==> config.mk <==
export PLATFORM = sky130hd
export DESIGN_NAME = adau1761_config_sequencer
export DESIGN_NICKNAME = d
export VERILOG_FILES = /design/src/rtl/adau1761_pkg.sv /design/src/rtl/adau1761_config_rom.sv /design/src/rtl/adau1761_config_sequencer.sv
export SDC_FILE = /design/constraint.sdc
export NUM_CORES = 1
export LEC_CHECK = 0
export ABC_AREA = 0
export CORE_MARGIN = 2
export CORE_UTILIZATION = 55
export CTS_CLUSTER_DIAMETER = 100
export DETAILED_ROUTE_END_ITERATION = 8
export HOLD_SLACK_MARGIN = 0.06
export PLACE_DENSITY_LB_ADDON = 0.1
export SLEW_MARGIN = 20
export SYNTH_ARGS = -nofsm -noshare
export SYNTH_HDL_FRONTEND = slang
export SYNTH_SLANG_ARGS = --single-unit
export TNS_END_PERCENT = 10
==> constraint.sdc <==
create_clock -name clk -period 3.4 [get_ports clk]
set_input_delay 0.68 -clock clk [delete_from_list [all_inputs] [get_ports clk]]
set_output_delay 0.68 -clock clk [all_outputs]
set_load 0.01 [all_outputs]
==> src/rtl/adau1761_pkg.sv <==
// Shared definitions for the ADAU1761 configuration sequencer.
//   - command opcodes and the 34-bit command-table entry layout
//   - named ADAU1761 register addresses used by the board tables
//   - sequencer state encoding (also exported on the debug port)
package adau1761_pkg;

  typedef enum logic [1:0] {
    OP_WRITE = 2'd0,
    OP_DELAY = 2'd1,
    OP_POLL  = 2'd2,
    OP_END   = 2'd3
  } op_e;

  // op[1:0], addr[15:0], data[7:0], mask[7:0]
  typedef struct packed {
    op_e         op;
    logic [15:0] addr;
    logic [7:0]  data;
    logic [7:0]  mask;
  } entry_t;

  localparam int ENTRY_W = 34;

  localparam logic [15:0] REG_CLK_CTRL  = 16'h4000;
  localparam logic [15:0] REG_PLL_CTRL  = 16'h4002;
  localparam logic [15:0] REG_SER_PORT0 = 16'h4015;

  typedef enum logic [3:0] {
    ST_IDLE     = 4'd0,
    ST_FETCH    = 4'd1,
    ST_DECODE   = 4'd2,
    ST_ISSUE    = 4'd3,
    ST_WAIT_RSP = 4'd4,
    ST_DELAY    = 4'd5,
    ST_CHECK    = 4'd6,
    ST_GAP      = 4'd7,
    ST_DONE     = 4'd8,
    ST_ERROR    = 4'd9
  } state_e;

  function automatic entry_t mk_entry(input op_e op, input logic [15:0] addr,
                                      input logic [7:0] data, input logic [7:0] mask);
    entry_t e;
    e.op   = op;
    e.addr = addr;
    e.data = data;
    e.mask = mask;
    return e;
  endfunction

endpackage

==> src/rtl/adau1761_config_rom.sv <==
// Board command table for the ADAU1761 bring-up sequence.
// Synchronous read, one cycle latency: entry reflects the index sampled
// on the previous rising edge of clk.
//   clk    in   system clock
//   index  in   table index
//   entry  out  registered command-table entry
// Unused slots decode as END so a short table terminates cleanly.
module adau1761_config_rom
  import adau1761_pkg::*;
#(
  parameter  int NUM_ENTRIES = 32,
  localparam int IDX_W       = $clog2(NUM_ENTRIES)
) (
  input  logic             clk,
  input  logic [IDX_W-1:0] index,
  output entry_t           entry
);

  always_ff @(posedge clk) begin
    case (index)
      IDX_W'(0): entry <= mk_entry(OP_WRITE, REG_CLK_CTRL,  8'h01, 8'hFF);
      IDX_W'(1): entry <= mk_entry(OP_WRITE, REG_SER_PORT0, 8'h01, 8'hFF);
      IDX_W'(2): entry <= mk_entry(OP_DELAY, 16'h0000,      8'h03, 8'h00);
      // Wait for PLL lock (bit 1 of the PLL control register).
      IDX_W'(3): entry <= mk_entry(OP_POLL,  REG_PLL_CTRL,  8'h02, 8'h02);
      IDX_W'(4): entry <= mk_entry(OP_END,   16'h0000,      8'h00, 8'h00);
      default:   entry <= mk_entry(OP_END,   16'h0000,      8'h00, 8'h00);
    endcase
  end

endmodule

==> src/rtl/adau1761_config_sequencer.sv <==
// Walks the codec command table and feeds one register transaction at a
// time to the SPI transaction engine, waiting for each completion.
//   clk, resetn          clock, async active-low reset
//   start                pulse, (re)starts from entry 0 when not busy
//   busy/done/error      sequence status; error_index = failing entry
//   txn_*                request channel to the SPI engine
//   rsp_valid/rsp_rdata  completion pulse and read data
//   dbg_state            current FSM state
//
// Request channel: a request is transferred on the cycle where txn_valid
// and txn_ready are both high. While txn_valid is high and txn_ready low,
// txn_rnw/txn_addr/txn_wdata hold. txn_ready with txn_valid low is ignored.
// Only one request is ever outstanding; the next is not raised before the
// matching rsp_valid.
module adau1761_config_sequencer
  import adau1761_pkg::*;
#(
  parameter  int NUM_ENTRIES = 32,
  parameter  int DELAY_SHIFT = 10,
  parameter  int POLL_MAX    = 255,
  parameter  int POLL_GAP    = 64,
  localparam int IDX_W       = $clog2(NUM_ENTRIES)
) (
  input  logic             clk,
  input  logic             resetn,
  input  logic             start,
  output logic             busy,
  output logic             done,
  output logic             error,
  output logic [IDX_W-1:0] error_index,
  output logic             txn_valid,
  input  logic             txn_ready,
  output logic             txn_rnw,
  output logic [15:0]      txn_addr,
  output logic [7:0]       txn_wdata,
  input  logic             rsp_valid,
  input  logic [7:0]       rsp_rdata,
  output state_e           dbg_state
);

  localparam int DLY_W = 8 + DELAY_SHIFT;
  localparam int GAP_W = $clog2(POLL_GAP + 1);

  state_e           state;
  logic [IDX_W-1:0] index;
  entry_t           entry;
  logic [7:0]       poll_cnt;
  logic [7:0]       poll_nxt;
  logic [7:0]       rdata_q;
  logic [DLY_W-1:0] delay_cnt;
  logic [GAP_W-1:0] gap_cnt;
  logic             last_index;
  logic             poll_match;

  adau1761_config_rom #(.NUM_ENTRIES(NUM_ENTRIES)) u_rom (
    .clk   (clk),
    .index (index),
    .entry (entry)
  );

  // The ROM keeps re-reading the current index, so entry stays valid for
  // the whole time the FSM works on it.
  assign last_index = (index == IDX_W'(NUM_ENTRIES - 1));
  assign poll_match = ((rdata_q & entry.mask) == (entry.data & entry.mask));
  assign poll_nxt   = poll_cnt + 8'd1;
  assign dbg_state  = state;

  always_ff @(posedge clk or negedge resetn) begin
    if (!resetn) begin
      state       <= ST_IDLE;
      busy        <= 1'b0;
      done        <= 1'b0;
      error       <= 1'b0;
      error_index <= '0;
      txn_valid   <= 1'b0;
      txn_rnw     <= 1'b0;
      txn_addr    <= '0;
      txn_wdata   <= '0;
      index       <= '0;
      poll_cnt    <= '0;
      rdata_q     <= '0;
      delay_cnt   <= '0;
      gap_cnt     <= '0;
    end else begin
      case (state)
        ST_IDLE, ST_DONE, ST_ERROR: begin
          if (start) begin
            index    <= '0;
            done     <= 1'b0;
            error    <= 1'b0;
            poll_cnt <= '0;
            busy     <= 1'b1;
            state    <= ST_FETCH;
          end
        end
        ST_FETCH: state <= ST_DECODE;
        ST_DECODE: begin
          case (entry.op)
            OP_WRITE, OP_POLL: begin
              txn_valid <= 1'b1;
              txn_rnw   <= (entry.op == OP_POLL);
              txn_addr  <= entry.addr;
              txn_wdata <= (entry.op == OP_POLL) ? 8'h00 : entry.data;
              state     <= ST_ISSUE;
            end
            OP_DELAY: begin
              delay_cnt <= DLY_W'(entry.data) << DELAY_SHIFT;
              state     <= ST_DELAY;
            end
            default: begin
              done  <= 1'b1;
              busy  <= 1'b0;
              state <= ST_DONE;
            end
          endcase
        end
        ST_ISSUE: begin
          if (txn_ready) begin
            txn_valid <= 1'b0;
            state     <= ST_WAIT_RSP;
          end
        end
        ST_WAIT_RSP: begin
          if (rsp_valid) begin
            if (entry.op == OP_POLL) begin
              rdata_q <= rsp_rdata;
              state   <= ST_CHECK;
            end else if (last_index) begin
              error       <= 1'b1;
              error_index <= IDX_W'(NUM_ENTRIES - 1);
              busy        <= 1'b0;
              state       <= ST_ERROR;
            end else begin
              index <= index + 1'b1;
              state <= ST_FETCH;
            end
          end
        end
        ST_DELAY: begin
          // Leaves on the cycle the count would reach zero, so a load of N
          // spends N cycles here and a load of 0 spends one.
          if (delay_cnt < DLY_W'(2)) begin
            if (last_index) begin
              error       <= 1'b1;
              error_index <= IDX_W'(NUM_ENTRIES - 1);
              busy        <= 1'b0;
              state       <= ST_ERROR;
            end else begin
              index <= index + 1'b1;
              state <= ST_FETCH;
            end
          end else begin
            delay_cnt <= delay_cnt - 1'b1;
          end
        end
        ST_CHECK: begin
          if (poll_match) begin
            poll_cnt <= '0;
            if (last_index) begin
              error       <= 1'b1;
              error_index <= IDX_W'(NUM_ENTRIES - 1);
              busy        <= 1'b0;
              state       <= ST_ERROR;
            end else begin
              index <= index + 1'b1;
              state <= ST_FETCH;
            end
          end else if (poll_nxt == 8'(POLL_MAX)) begin
            poll_cnt    <= poll_nxt;
            error       <= 1'b1;
            error_index <= index;
            busy        <= 1'b0;
            state       <= ST_ERROR;
          end else begin
            poll_cnt <= poll_nxt;
            gap_cnt  <= GAP_W'(POLL_GAP);
            state    <= ST_GAP;
          end
        end
        ST_GAP: begin
          if (gap_cnt < GAP_W'(2)) begin
            txn_valid <= 1'b1;
            txn_rnw   <= 1'b1;
            txn_addr  <= entry.addr;
            txn_wdata <= 8'h00;
            state     <= ST_ISSUE;
          end else begin
            gap_cnt <= gap_cnt - 1'b1;
          end
        end
        default: state <= ST_IDLE;
      endcase
    end
  end

endmodule

**Yosys cells after proc, flatten, opt, wreduce, memory -nomap -nowiden**

Cells that the tools add are included.

- Bits in registers: 118
- Output and inout bits: 38
- Logic and storage cells: 153

- Add/sub/neg operators: 4
- Magnitude comparators: 2
- Equality and inequality tests: 32
- Muxes and demuxes: 68
- Bitwise operators: 2
- Reduce and logical (&&, ||, !) cells: 27

Operators by type and width:

| operator | number |
|---|---|
| $pmux 34 s4 | 1 |
| $mux 5 | 12 |
| $mux 8 | 5 |
| $mux 18 | 2 |
| $mux 4 | 9 |
| $pmux 18 s2 | 1 |
| $mux 16 | 2 |
| $pmux 16 s2 | 1 |
| $pmux 4 s8 | 1 |
| $pmux 8 s2 | 2 |
| $ne 2x2->1 const B | 14 |
| $mux 7 | 3 |
| $mux 1 | 20 |
| $pmux 5 s4 | 1 |
| $lt 18x2->1 const B | 1 |
| $sub 18x1->18 const B | 1 |
| $and 8x8->8 | 2 |
| $eq 4x3->1 const B | 4 |
| $pmux 5 s3 | 1 |
| $pmux 7 s2 | 1 |
| $reduce_and 3->1 | 4 |
| $reduce_and 6->1 | 2 |
| $eq 5x2->1 const B | 2 |
| $reduce_and 5->1 | 2 |
| other kinds (31) | 41 |

**Longest topological paths before layout**

Gate-level depths: netlist (run 1).

- Depth after elaboration: 5
- Gate-level depth with buffers: 9
- Depth with buffers taken out: 9

**By module**

A second synthesis (run 1) with hierarchy kept.

- Cell total of the unflattened synthesis: 461
- Area total of the unflattened synthesis: 4719.5 um^2

By module, submodules not included:

| module | times used | cells an instance | area each (um^2) | seq. area each (um^2) |
|---|---|---|---|---|
| adau1761_config_sequencer | 1 | 413 | 4291.6 | 2102.0 |
| adau1761_config_rom | 1 | 48 | 427.9 | 160.2 |

**Worst setup path before layout (run 1)**

Ideal clock, no wire load.

- Path kind: reg2reg
- From: register delay_cnt[5]
- To: register index[3]
- Library setup time: 0.123 ns
- Arrival: 2.490 ns
- Required time: 3.277 ns
- Path slack: 0.787 ns
- Stages on the path, launching flop included: 8
- Path buffers: 1
- Cell sequence: dfrtp_1 -> or4_1 -> buf_2 -> or4b_4 -> o21a_1 -> nor4b_4 -> nand4_1 -> mux2i_1

- Longest elaborated chain between the ends: 3

Ends and longest elaborated chain:

| item | line | RTL |
|---|---|---|
| start, declared | adau1761_config_sequencer.sv:50 | `logic [DLY_W-1:0] delay_cnt;` |
| start signal, assigned | adau1761_config_sequencer.sv:107 | `delay_cnt <= DLY_W'(entry.data) << DELAY_SHIFT;` |
| start signal, assigned | adau1761_config_sequencer.sv:153 | `delay_cnt <= delay_cnt - 1'b1;` |
| $lt 18x2->1 | adau1761_config_sequencer.sv:142 | `if (delay_cnt < DLY_W'(2)) begin` |
| $ne 2x2->1 (no line) | n/a |  |
| $reduce_and 6->1 (no line) | n/a |  |
| end signal, assigned | adau1761_config_sequencer.sv:134 | `index <= index + 1'b1;` |
| end signal, assigned | adau1761_config_sequencer.sv:149 | `index <= index + 1'b1;` |
| end signal, assigned | adau1761_config_sequencer.sv:165 | `index <= index + 1'b1;` |
| end, declared | adau1761_config_sequencer.sv:45 | `logic [IDX_W-1:0] index;` |

No other way between the ends.
A chain may end at the register's enable or synchronous reset.

**Final worst setup path (run 1)**

Same ends and word-level chain as after synthesis.

==> metrics, run 1 <==
Period Utilization, post-route 86.66%; share of cells above drive strength 1 9.535%; max cap viols 0; Slew headroom 50.90%; origin of the worst setup path delay_cnt[5]; CP required 3.64 ns; grt ovf 0; CP max-delay cell or4_1; Hold Path Class input port to async pin; Worst Path Max Fanout 11; fin crit period 2.947 ns; Clock transition at path regs 0.08 ns; fin. max-slew vios 0; post-synthesis async set-or-reset flop share 89.04%; area leader, netlist dfrtp_1; clock sink count 73; Lkg Pwr 1.943 nW; initial antenna violation count 0; post-CTS setup buffer count 0; CTS-repair resized insts 0; Post-DP Area 0.004169 mm²; Die Area 0.007640 mm²; Top FF cell, synth dfrtp_1; most frequent cells in the layout dfrtp_1 (65), nor2_1 (36), clkdlybuf4s50_1 (32); Setup crit end kind flop; Int Power 2.031 mW; Pre-Repair DR Iteration Count 4; Slew @ Worst Pin 0.7333 ns; die height 87.41 µm; worst-path cell chain or4_1 > or4b_4 > o21a_1 > nor4b_4 > nand4_1 > mux2i_1; Fillers 567; VDD IR max 0.3650 mV; Max Freq 339.4 MHz; number of flops mapped to enable cells by yosys 0; design area 0.004368 mm²; top cell type's share of synthesized area 42.51%; CTS root buf clkbuf_8; Synth cell types 54; deepest clock path buffer count 2; WP data arrival 3.18 ns; IO Port Bufs 33; final antenna-violating net count 0; Residual DRC 0; Vias/cell 5.653; Total GRT Usage 22.19%; switch share 36.95%; placed cells 494; Reg area 0.001787 mm²; Max H-tree Level 3; core area 0.006756 mm²; Die Width 87.41 µm; number of synthesized register bits 73; Reg-to-Reg Start delay_cnt[5]; total routed wirelength 7754 µm; synthesized area 0.003826 mm²; Avg WL per Cell 15.20 µm; Final Non-Filler Cells 510; Clock Skews 0.01625 ns; combinational cell fraction of total power 36.0%; status finished clean; vias in the first global route 2838; CTS tree done; total negative slack 0 ns; gpl congestion 0.8163; area of the multi-input gates 0.001843 mm²; Site Rows 30; Seq/Total Area, Yosys 46.70%; syn_area_per_cell 9.786 µm²; dpl hpwl 5483 µm; initial core utilization 56.63%; global-route wire length before repair 13240 µm; Gate Count Post-Synth 391; ANT cells 0; commonest non-fill, non-tap cell in the layout dfrtp_1; Area Overhead vs Synth 14.16%; Seq pwr share 42.7%; hold_buf cts 0; clk_lat worst skew 0.35 ns; number of nets in the layout 447; number of CTS-inserted buffers 9; Fin. Hold Viols 0; DR vias 2883; Power Dens Cells 737.4 mW/mm²; Net Sw Power 1.190 mW; synthesis warning total 0; Worst Setup Start Kind flop; clock network power share 21.3%; IO Count 51; final setup violation count 0; Starting DRT DRC Count 178; RSZ-0062 raised after global routing no; largest cells by area after synthesis dfrtp_1 (43%), dfxtp_1 (4.2%), mux2_2 (3.8%), buf_4 (3.7%), nor2_1 (3.5%); largest net degree at the start of global routing 36; Setup Crit Path Kind flop to flop; crit-path max cell delay 0.63 ns
## power by group through the flow
stage	registers, mW	clock network (mW)	logic [mW]
after detailed placement	1.39	0	1.16
after floorplan	1.33	0	0.841
after global placement	1.38	0	1.14
after global routing	1.42	0.733	1.30
final	1.37	0.687	1.16
after CTS	1.37	0.702	1.17
## routing by layer
metal  vias to the layer above  part of all wire (%)  global-route usage (%)
met5                         -                     0                       0
met4                         0                   1.6                   7.273
met3                        10                   3.4                   4.645
met2                        61                    48                   36.09
met1                      1390                    47                   29.65
li1                       1422                     -                       -
## Yosys cell counts (7+ instances only)
library cell,instances
or4_1,7
nand3_1,9
mux2_2,13
nand2_1,22
buf_4,19
dfrtp_1,65
or3_1,8
ha_1,9
o21ai_0,27
nor2_1,36
inv_1,19
a21oi_1,12
xor2_1,14
nor3_1,10
clkbuf_1,10
nand2b_1,12
nand4_1,7
dfxtp_1,8
## logic make-up (layout without fill, tap and decap cells)
logic type	after synthesis	count (layout)	share of synthesized area, %
AO/OA/AOI/OAI	75	75	12.79
flip-flops	73	73	46.70
AND/OR/NAND/NOR	148	148	21.52
XOR/XNOR	18	18	4.120
other	1	17	0.09801
multiplexers	18	18	5.134
buffers and inverters	49	72	6.704
adder cells (fa/ha/maj)	9	9	2.943
## sequential cells by signal (all words and copies together) (netlist names)
register and cells:
delay_cnt 18, u_rom.entry 8, busy 1, txn_rnw 1, dbg_state 4, txn_addr 3
error_index 5, poll_cnt 8, gap_cnt 7, txn_valid 1, done 1, index 5
rdata_q 8, txn_wdata 2, error 1
## final timing paths
path / endpoint / slack [ns] / cells after the start
worst min-delay path: delay_cnt[15] / 0.36 / 1
worst max register to register: index[3] / 0.45 / 6
worst max-delay path: index[3] / 0.45 / 6
max in group asynchronous: index[4] / 2.39 / 2
worst min register to register: txn_addr[4] / 0.47 / 1
min in group clk: txn_addr[4] / 0.47 / 1
## area by class of cell
cell class / instances / share of cell area (%)
Clock buffer: 12 / 3.323
Clock inverter: 4 / 1.232
Timing Repair Buffer: 37 / 8.422
Multi-Input combinational cell: 285 / 42.19
Tap cell: 80 / 2.292
Sequential cell: 73 / 40.91
Inverter: 19 / 1.633
## per-stage QoR
| stage | setup slack (ns) | util, % | total power, mW | hold WS [ns] |
|---|---|---|---|---|
| after global routing | 0.3218 | 64.65 | 3.457 | 0.4274 |
| after global placement | 0.5090 | 61.70 | 2.519 | 0.4463 |
| after detailed placement | 0.4773 | 61.70 | 2.545 | 0.4488 |
| after CTS | 0.4594 | 64.65 | 3.242 | 0.3954 |
| final | 0.4535 | 64.65 | 3.221 | 0.3628 |
| after floorplan | 0.7870 | - | 2.168 | 0.3844 |
## worst max-delay path, delay by kind of cell, from the launching register on
family | cells | cell delay (ns)
AO/OA/AOI/OAI | 1 | 0.37
AND/OR/NAND/NOR | 4 | 1.93
flip-flops | 1 | 0.39
multiplexers | 1 | 0.14
Note: power is estimated with default switching activity, not from simulation.
==> run 2, diff against run 1 <==
--- a/config.mk
+++ b/config.mk
@@ -6,8 +6,9 @@
 export NUM_CORES = 1
 export LEC_CHECK = 0
 export ABC_AREA = 0
+export CORE_ASPECT_RATIO = 0.75
 export CORE_MARGIN = 2
-export CORE_UTILIZATION = 55
+export CORE_UTILIZATION = 31
 export CTS_CLUSTER_DIAMETER = 100
 export DETAILED_ROUTE_END_ITERATION = 8
 export HOLD_SLACK_MARGIN = 0.06
==> run 2 against run 1 <==
Effect of this change:
- non-clock buffer count is 3 higher
- design area is 5.0% higher
- clock-buffer cell count is 2 lower
- die area is 74% higher
- sequential share of layout area is 2.0 points lower
- clock skew is 0.0085 ns lower
==> metrics, run 2 (same netlist as run 1, synthesis figures left out) <==
status finished clean (unchanged); Final Non-Filler Cells 599 (was 510); commonest non-fill, non-tap cell in the layout dfrtp_1 (unchanged); Worst Path Max Fanout 7 (was 11); Setup Crit Path Kind flop to flop (unchanged); initial core utilization 31.43% (was 56.63%); deepest clock path buffer count 2 (unchanged); Starting DRT DRC Count 146 (was 178); final setup violation count 0 (unchanged); post-CTS setup buffer count 0 (unchanged); Avg WL per Cell 15.03 µm (was 15.20 µm); Period Utilization, post-route 85.22% (was 86.66%); Fin. Hold Viols 0 (unchanged); VDD IR max 0.2582 mV (was 0.3650 mV); Die Area 0.01326 mm² (was 0.007640 mm²); Slew @ Worst Pin 0.7450 ns (was 0.7333 ns); Setup crit end kind flop (unchanged); Max H-tree Level 3 (unchanged); Area Overhead vs Synth 19.88% (was 14.16%); switch share 37.23% (was 36.95%); WP data arrival 3.12 ns (was 3.18 ns); Net Sw Power 1.304 mW (was 1.190 mW); global route hottest layer met2 (unchanged); Lkg Pwr 1.998 nW (was 1.943 nW); Clock Skews 0.007769 ns (was 0.01625 ns); most frequent cells in the layout dfrtp_1 (65), nor2_1 (36), clkdlybuf4s50_1 (32) (unchanged); Int Power 2.199 mW (was 2.031 mW); Total GRT Usage 14.56% (was 22.19%); core area 0.01217 mm² (was 0.006756 mm²); CTS tree done (unchanged); clk_lat worst skew 0.34 ns (was 0.35 ns); M1 GR Usage 20.77% (was 29.65%); DR vias 2856 (was 2883); Vias/cell 4.768 (was 5.653); clock sink count 73 (unchanged); total negative slack 0 ns (unchanged); final antenna-violating net count 0 (unchanged); number of nets in the layout 450 (was 447); vias in the first global route 2798 (was 2838); Slew headroom 49.63% (was 50.90%); Reg with most FFs delay_cnt (unchanged); IO Port Bufs 33 (unchanged); CTS-repair resized insts 0 (unchanged); area of the multi-input gates 0.001843 mm² (unchanged); grt ovf 0 (unchanged); Hold Path Class input port to async pin (unchanged); hold_buf cts 0 (unchanged); CP required 3.63 ns (was 3.64 ns); fin. max-slew vios 0 (unchanged); Power Dens Cells 763.8 mW/mm² (was 737.4 mW/mm²); Max Freq 345.1 MHz (was 339.4 MHz); met2 Track Usage GR 21.55% (was 36.09%); clock network power share 26.4% (was 21.3%); Reg area 0.001787 mm² (unchanged); CTS root buf clkbuf_16 (was clkbuf_8); share of cells above drive strength 1 10.62% (was 9.535%); Worst Setup Start Kind flop (unchanged); largest net degree at the start of global routing 66 (was 36); die height 100.2 µm (was 87.41 µm); gpl congestion 0.7537 (was 0.8163); Total Power 3.503 mW (was 3.221 mW); Pre-Repair DR Iteration Count 4 (unchanged); Die Width 132.3 µm (was 87.41 µm); Site Rows 35 (was 30); max cap viols 0 (unchanged); total routed wirelength 9005 µm (was 7754 µm); Clock transition at path regs 0.06 ns (was 0.08 ns); max reg flops 18 (unchanged); Residual DRC 0 (unchanged); number of CTS-inserted buffers 9 (unchanged); fin crit period 2.897 ns (was 2.947 ns); Seq pwr share 39.6% (was 42.7%); RSZ-0062 raised after global routing no (unchanged); global-route wire length before repair 15160 µm (was 13240 µm); combinational cell fraction of total power 34.0% (was 36.0%); GRT met3 Usage 4.747% (was 4.645%); placed cells 583 (was 494); IO Count 51 (unchanged); Fillers 1249 (was 567); dpl hpwl 6346 µm (was 5483 µm); ANT cells 0 (unchanged); initial antenna violation count 0 (unchanged)
## run 2: power groups by stage
stage                     sequential, mW  combinational [mW]  clock, mW
after floorplan                     1.33               0.841          0
after global placement              1.40                1.18          0
after detailed placement            1.41                1.20          0
after CTS                           1.39                1.20      0.951
after global routing                1.43                1.34      0.996
final                               1.39                1.19      0.925
## run 2: per-layer routing
layer	vias to the layer above	share of wire, %
li1	1425	-
met1	1365	53
met2	57	42
met3	9	4.8
met4	0	0.92
met5	-	0
## run 2: path summary, 6_finish.rpt
check                      cells past startpoint            to             from  slack (ns)
max in group asynchronous                      2       txn_rnw           resetn        2.73
min in group clk                               1   txn_addr[1]  u_rom.entry[17]        0.46
min reg2reg                                    1   txn_addr[1]  u_rom.entry[17]        0.46
max reg2reg                                    6  dbg_state[2]     delay_cnt[5]        0.50
min                                            2    gap_cnt[6]           resetn        0.35
max                                            6  dbg_state[2]     delay_cnt[5]        0.50
## run 2: final cells by class
class	instances	share of cell area, %
Clock inverter	6	1.064
Sequential cell	73	38.95
Inverter	19	1.555
Multi-Input combinational cell	285	40.18
Tap cell	166	4.528
Timing Repair Buffer	40	8.511
Clock buffer	10	5.210
## run 2: through the flow
step           setup slack, ns  hold WS (ns)  area, µm²  utilization, %
6_report                0.5026        0.3460       4587           37.68
5_1_grt                 0.3661        0.3935       4587           37.68
4_1_cts                 0.4912        0.3782       4587           37.68
3_5_place_dp            0.5017        0.4501       4299           35.31
3_3_place_gp            0.5930        0.4453       4299           35.31
2_1_floorplan           0.7870        0.3844       3886               -
## run 2: worst max-delay path, cell delays in order (launching register included)
cell     delay [ns]
dfrtp_1        0.38
or4_1          0.65
or4b_4         0.63
o21ai_2        0.32
o21ai_1        0.21
nor2b_1        0.23
mux2_2         0.36
==> variant 1, RTL diff (settings of run 1) <==
Reset style: synchronous (`resetn`), changed in one clocked block. Comments in the files are not updated.
--- a/src/rtl/adau1761_config_sequencer.sv
+++ b/src/rtl/adau1761_config_sequencer.sv
@@ -65,7 +65,7 @@
   assign poll_nxt   = poll_cnt + 8'd1;
   assign dbg_state  = state;
 
-  always_ff @(posedge clk or negedge resetn) begin
+  always_ff @(posedge clk) begin
     if (!resetn) begin
       state       <= ST_IDLE;
       busy        <= 1'b0;
Formal check against the unedited RTL: differs if resetn is asserted again (counterexample within 4 cycles, from zero or initial values and one cycle with resetn low); with resetn held inactive, the same outputs for 10 cycles.
==> variant 1 against run 1 <==
- sequential cell count stayed put
- critical path depth stayed put
- maximum frequency is 7.8% higher
- worst setup slack better by 210 ps
- design area is 1.5% lower
- critical endpoint is now error_index[3]
- hold slack better by 80 ps
- global-route usage is 2.0 points higher
- cell count is 10% higher
- area after synthesis is 2.3% lower
- routed wire length is 6.9% higher
- sequential share of layout area is 7.0 points lower
Power is not compared: it rests on default switching activity, and its combinational part moved more than twofold at a synthesized area within 25%.
==> variant 1: results (changes against run 1) <==
- The placer congestion estimate came to 0.878 (+7.6%).
- The final worst hold slack is 443 ps (+80.2 ps).
* Last element of the critical path: error_index[3]
- Routed len/inst: 14.7 µm (-3.2%)
- Min Clock Period, post-route: 2730 ps (-212 ps)
* Number of global-route vias before repair: 2990 (+5.4%)
- The multi-input gate area in the final layout was 2070 µm² (+12%).
- DRC violation total after the first TritonRoute iteration: 218 (+22%)
- Unique masters post-synth: 62 (+15%)
- The largest driver fanout on the critical path is 21 (+10).
- Total leakage power: 1.74 nW
- The average footprint of a synthesized cell was 8.32 µm² (-15%).
* Largest net degree at the start of global routing: 22 (-39%)
- The placed standard-cell area was 4060 µm² (-2.7%).
- The filler cell count in the final layout is 590 (+4.1%).
- The worst-case setup slack after placement was 727 ps (+250 ps).
* Worst reg2reg path startpoint: dbg_state[3]
- The all-layer global routing usage is 24.2% (+2.0 points).
- The endpoint arrival time on the critical path is 3030 ps (-150 ps).
- Met2 demand-to-capacity share in global routing: 39.8% (+3.7 points)
* Prevailing post-synth register cell: sky130_fd_sc_hd__dfxtp_1
- Worst Skew: 10.3 ps (-5.92 ps)
- The fraction of registers with async set/reset came to 0% (-89 points).
- The number of cells after detailed placement came to 547 (+11%).
- Worst stage delay on the critical path: 610 ps (-20 ps)
- Hold-critical path depth: 2
- Commonest cells in the synthesized netlist: sky130_fd_sc_hd__dfxtp_1 (73), sky130_fd_sc_hd__nor2_1 (67), sky130_fd_sc_hd__nand2_1 (48)
- Slack of the worst reg-to-reg path: 670 ps (+210 ps)
- Sequential share of the synthesized area: 39.1% (-7.6 points)
- The wire length of the first global-routing pass was 14200 µm (+7.3%).
- Total via count in the routed design: 3185 (+10%)
* Final Non-Filler Cells: 563 (+10%)
- NumNets Final: 500 (+12%)
- Min-Delay Path Class: flip-flop to flip-flop
- The ratio of cells with drive above 1 in the final layout is 7.25% (-2.3 points).
- The global-route track usage on met3 was 6.00% (+1.4 points).
- The final antenna diode count is 0 (unchanged).
- Initial antenna violation count: 0 (unchanged)
- Met1 demand-to-capacity share in global routing: 31.1% (+1.4 points)
- Broken down by cell family, the worst path's largest delay share belongs to compound AO/OA/AOI/OAI gates.
- By area the synthesized netlist is led by sky130_fd_sc_hd__dfxtp_1 (39%), sky130_fd_sc_hd__nor2_1 (6.7%), sky130_fd_sc_hd__nand2_1 (4.8%).
- The HPWL reported at the end of detailed placement is 5840 µm (+6.5%).
- Outcome: completed
* Headroom to the max-slew limit: 51.2% (+0.32 points)
- Slowest cell on crit path: sky130_fd_sc_hd__a21oi_1
## variant 1: cells by family (layout without fill, tap and decap cells)
group                    after synthesis  after routing  synth area share, %
other                                  1             17                0.100
AO/OA/AOI/OAI                         84             84                 15.3
multiplexers                          14             14                 3.75
flip-flops                            73             73                 39.1
XOR/XNOR                              24             24                 5.62
buffers and inverters                 51             69                 7.23
adder cells (fa/ha/maj)                9              9                 3.01
AND/OR/NAND/NOR                      193            193                 25.9
## variant 1: power breakdown
group          internal (mW)  total [mW]  switching, mW
registers              0.923        1.02         0.0950
clock network          0.495       0.852          0.357
logic                  0.215       0.473          0.257
## variant 1: metal layers
layer  wire (µm)  vias to the layer above
met5           0                        -
met4         119                        0
met3         393                       13
met2        4020                       79
met1        3750                     1513
li1            -                     1580
## variant 1: cell type report
cell class | count | share of cell area [%]
repair buffers | 39 | 8.72
clock buffers | 9 | 2.88
flip-flops and latches | 73 | 34.0
multi-input cells | 341 | 48.0
well taps | 80 | 2.33
clock inverters | 7 | 2.91
inverters | 14 | 1.22
==> variant 2, RTL diff (config.mk and constraints of run 1) <==
Made on the original files. `POLL_GAP`: 64 -> 128.
--- a/src/rtl/adau1761_config_sequencer.sv
+++ b/src/rtl/adau1761_config_sequencer.sv
@@ -18,7 +18,7 @@
   parameter  int NUM_ENTRIES = 32,
   parameter  int DELAY_SHIFT = 10,
   parameter  int POLL_MAX    = 255,
-  parameter  int POLL_GAP    = 64,
+  parameter  int POLL_GAP    = 128,
   localparam int IDX_W       = $clog2(NUM_ENTRIES)
 ) (
   input  logic             clk,
Function: same outputs for any inputs over 10 cycles, from zero or initial values and one cycle with resetn low; that may be too few to reach the edited logic, so the function may still have changed.
==> variant 2 against run 1 <==
- worst setup slack improved by 160 ps
- sequential cell count rose by 1
- synthesized cell count increased by 7.9%
- maximum frequency up 5.8%
- design area increased by 5.2%
- routed wire length is 15% higher
- area after synthesis increased by 4.5%
- clock skew about the same
- critical path depth is 1 higher
Power is not compared: it rests on default switching activity, and its combinational part moved more than twofold at a synthesized area within 25%.
==> variant 2: results (changes against run 1) <==
* Outcome: completed
- The share of synthesized area spent on multiplexers came to 4.10% (-1.0 points).
- The net count of the finished layout came to 479 (+7.2%).
- By area the synthesized netlist is led by sky130_fd_sc_hd__dfrtp_1 (41%), sky130_fd_sc_hd__nor2_1 (4.4%), sky130_fd_sc_hd__dfxtp_1 (4.0%).
* Maximum fanout along the worst path: 14 (+3)
- The number of cells after detailed placement is 545 (+10%).
* Count of TritonRoute iterations in the first routing pass: 4 (unchanged)
* Mean area per synthesized cell: 9.47 µm² (-3.2%)
- Headroom to the max-slew limit: 55.8% (+4.9 points)
- Adder-cell share of the synthesized area: 2.82% (-0.13 points)
- The wire length of the first global-routing pass came to 14600 µm (+10%).
- Routability cong.: 0.915 (+12%)
- In this run the worst hold path is classified as input port to asynchronous set/reset pin.
- Slowest cell on crit path: sky130_fd_sc_hd__a21oi_1
* Worst stage delay on the critical path: 610 ps (-20 ps)
- By startpoint and endpoint, the worst setup path is classified as flip-flop to flip-flop.
* Xor-xnor portion of the synthesized cell area: 3.07% (-1.1 points)
- The synthesized-area fraction occupied by ao, oa, aoi and oai cells was 17.8% (+5.0 points).
- Worst EP arrival: 3060 ps (-120 ps)
- Number of global-route vias before repair: 3037 (+7.0%)
- Total power after layout: 1.68 mW
- Ys async rst share: 89.2% (+0.15 points)
- The part of the Yosys area used for sequential elements came to 45.3% (-1.4 points).
- The all-layer global routing usage came to 23.8% (+1.6 points).
- Worst Skew: 16.3 ps (+0.0685 ps)
* Post-placement worst setup slack: 606 ps (+129 ps)
* Fraction of final layout cells with drive strength greater than 1: 10.4% (+0.85 points)
- The HPWL reported at the end of detailed placement came to 6260 µm (+14%).
- Area after detailed placement: 4380 µm² (+5.0%)
- Final Non-Filler Cells: 561 (+10%)
* Layout fillers: 629 (+11%)
- The post-detailed-route via-to-cell ratio is 5.81 (+2.7%).
- The largest net degree at the start of global routing was 67 (+86%).
- The worst register-to-register path begins at dbg_state[3].
- Final Routed Wirelength: 8910 µm (+15%)
- DRC violation total after the first TritonRoute iteration: 262 (+47%)
- Unique masters post-synth: 63 (+17%)
-- variant 2: layer usage --
| metal | track usage, % | part of all wire, % |
|---|---|---|
| met2 | 36.5 | 47 |
| met5 | 0 | 0 |
| met1 | 34.3 | 48 |
| met4 | 6.65 | 0.90 |
| met3 | 5.08 | 4.6 |
-- variant 2: layout make-up --
type                       count  area, µm²  share of cell area (%)
multi-input combinational    312       1980                    43.0
sequential                    74       1810                    39.4
timing repair buffer          40        390                    8.49
clock buffer                  10        128                    2.78
tap                           99        124                    2.69
clock inverter                 6       90.1                    1.96
inverter                      20       75.1                    1.63
-- variant 2: path summary, 6_finish.rpt --
kind	to	slack, ps	cells past startpoint
min in group clk	txn_addr[4]	470	1
max in group asynchronous	index[2]	2740	2
worst max register to register	delay_cnt[16]	610	7
worst min-delay path	gap_cnt[7]	340	2
worst min register to register	txn_addr[4]	470	1
worst max-delay path	delay_cnt[16]	610	7
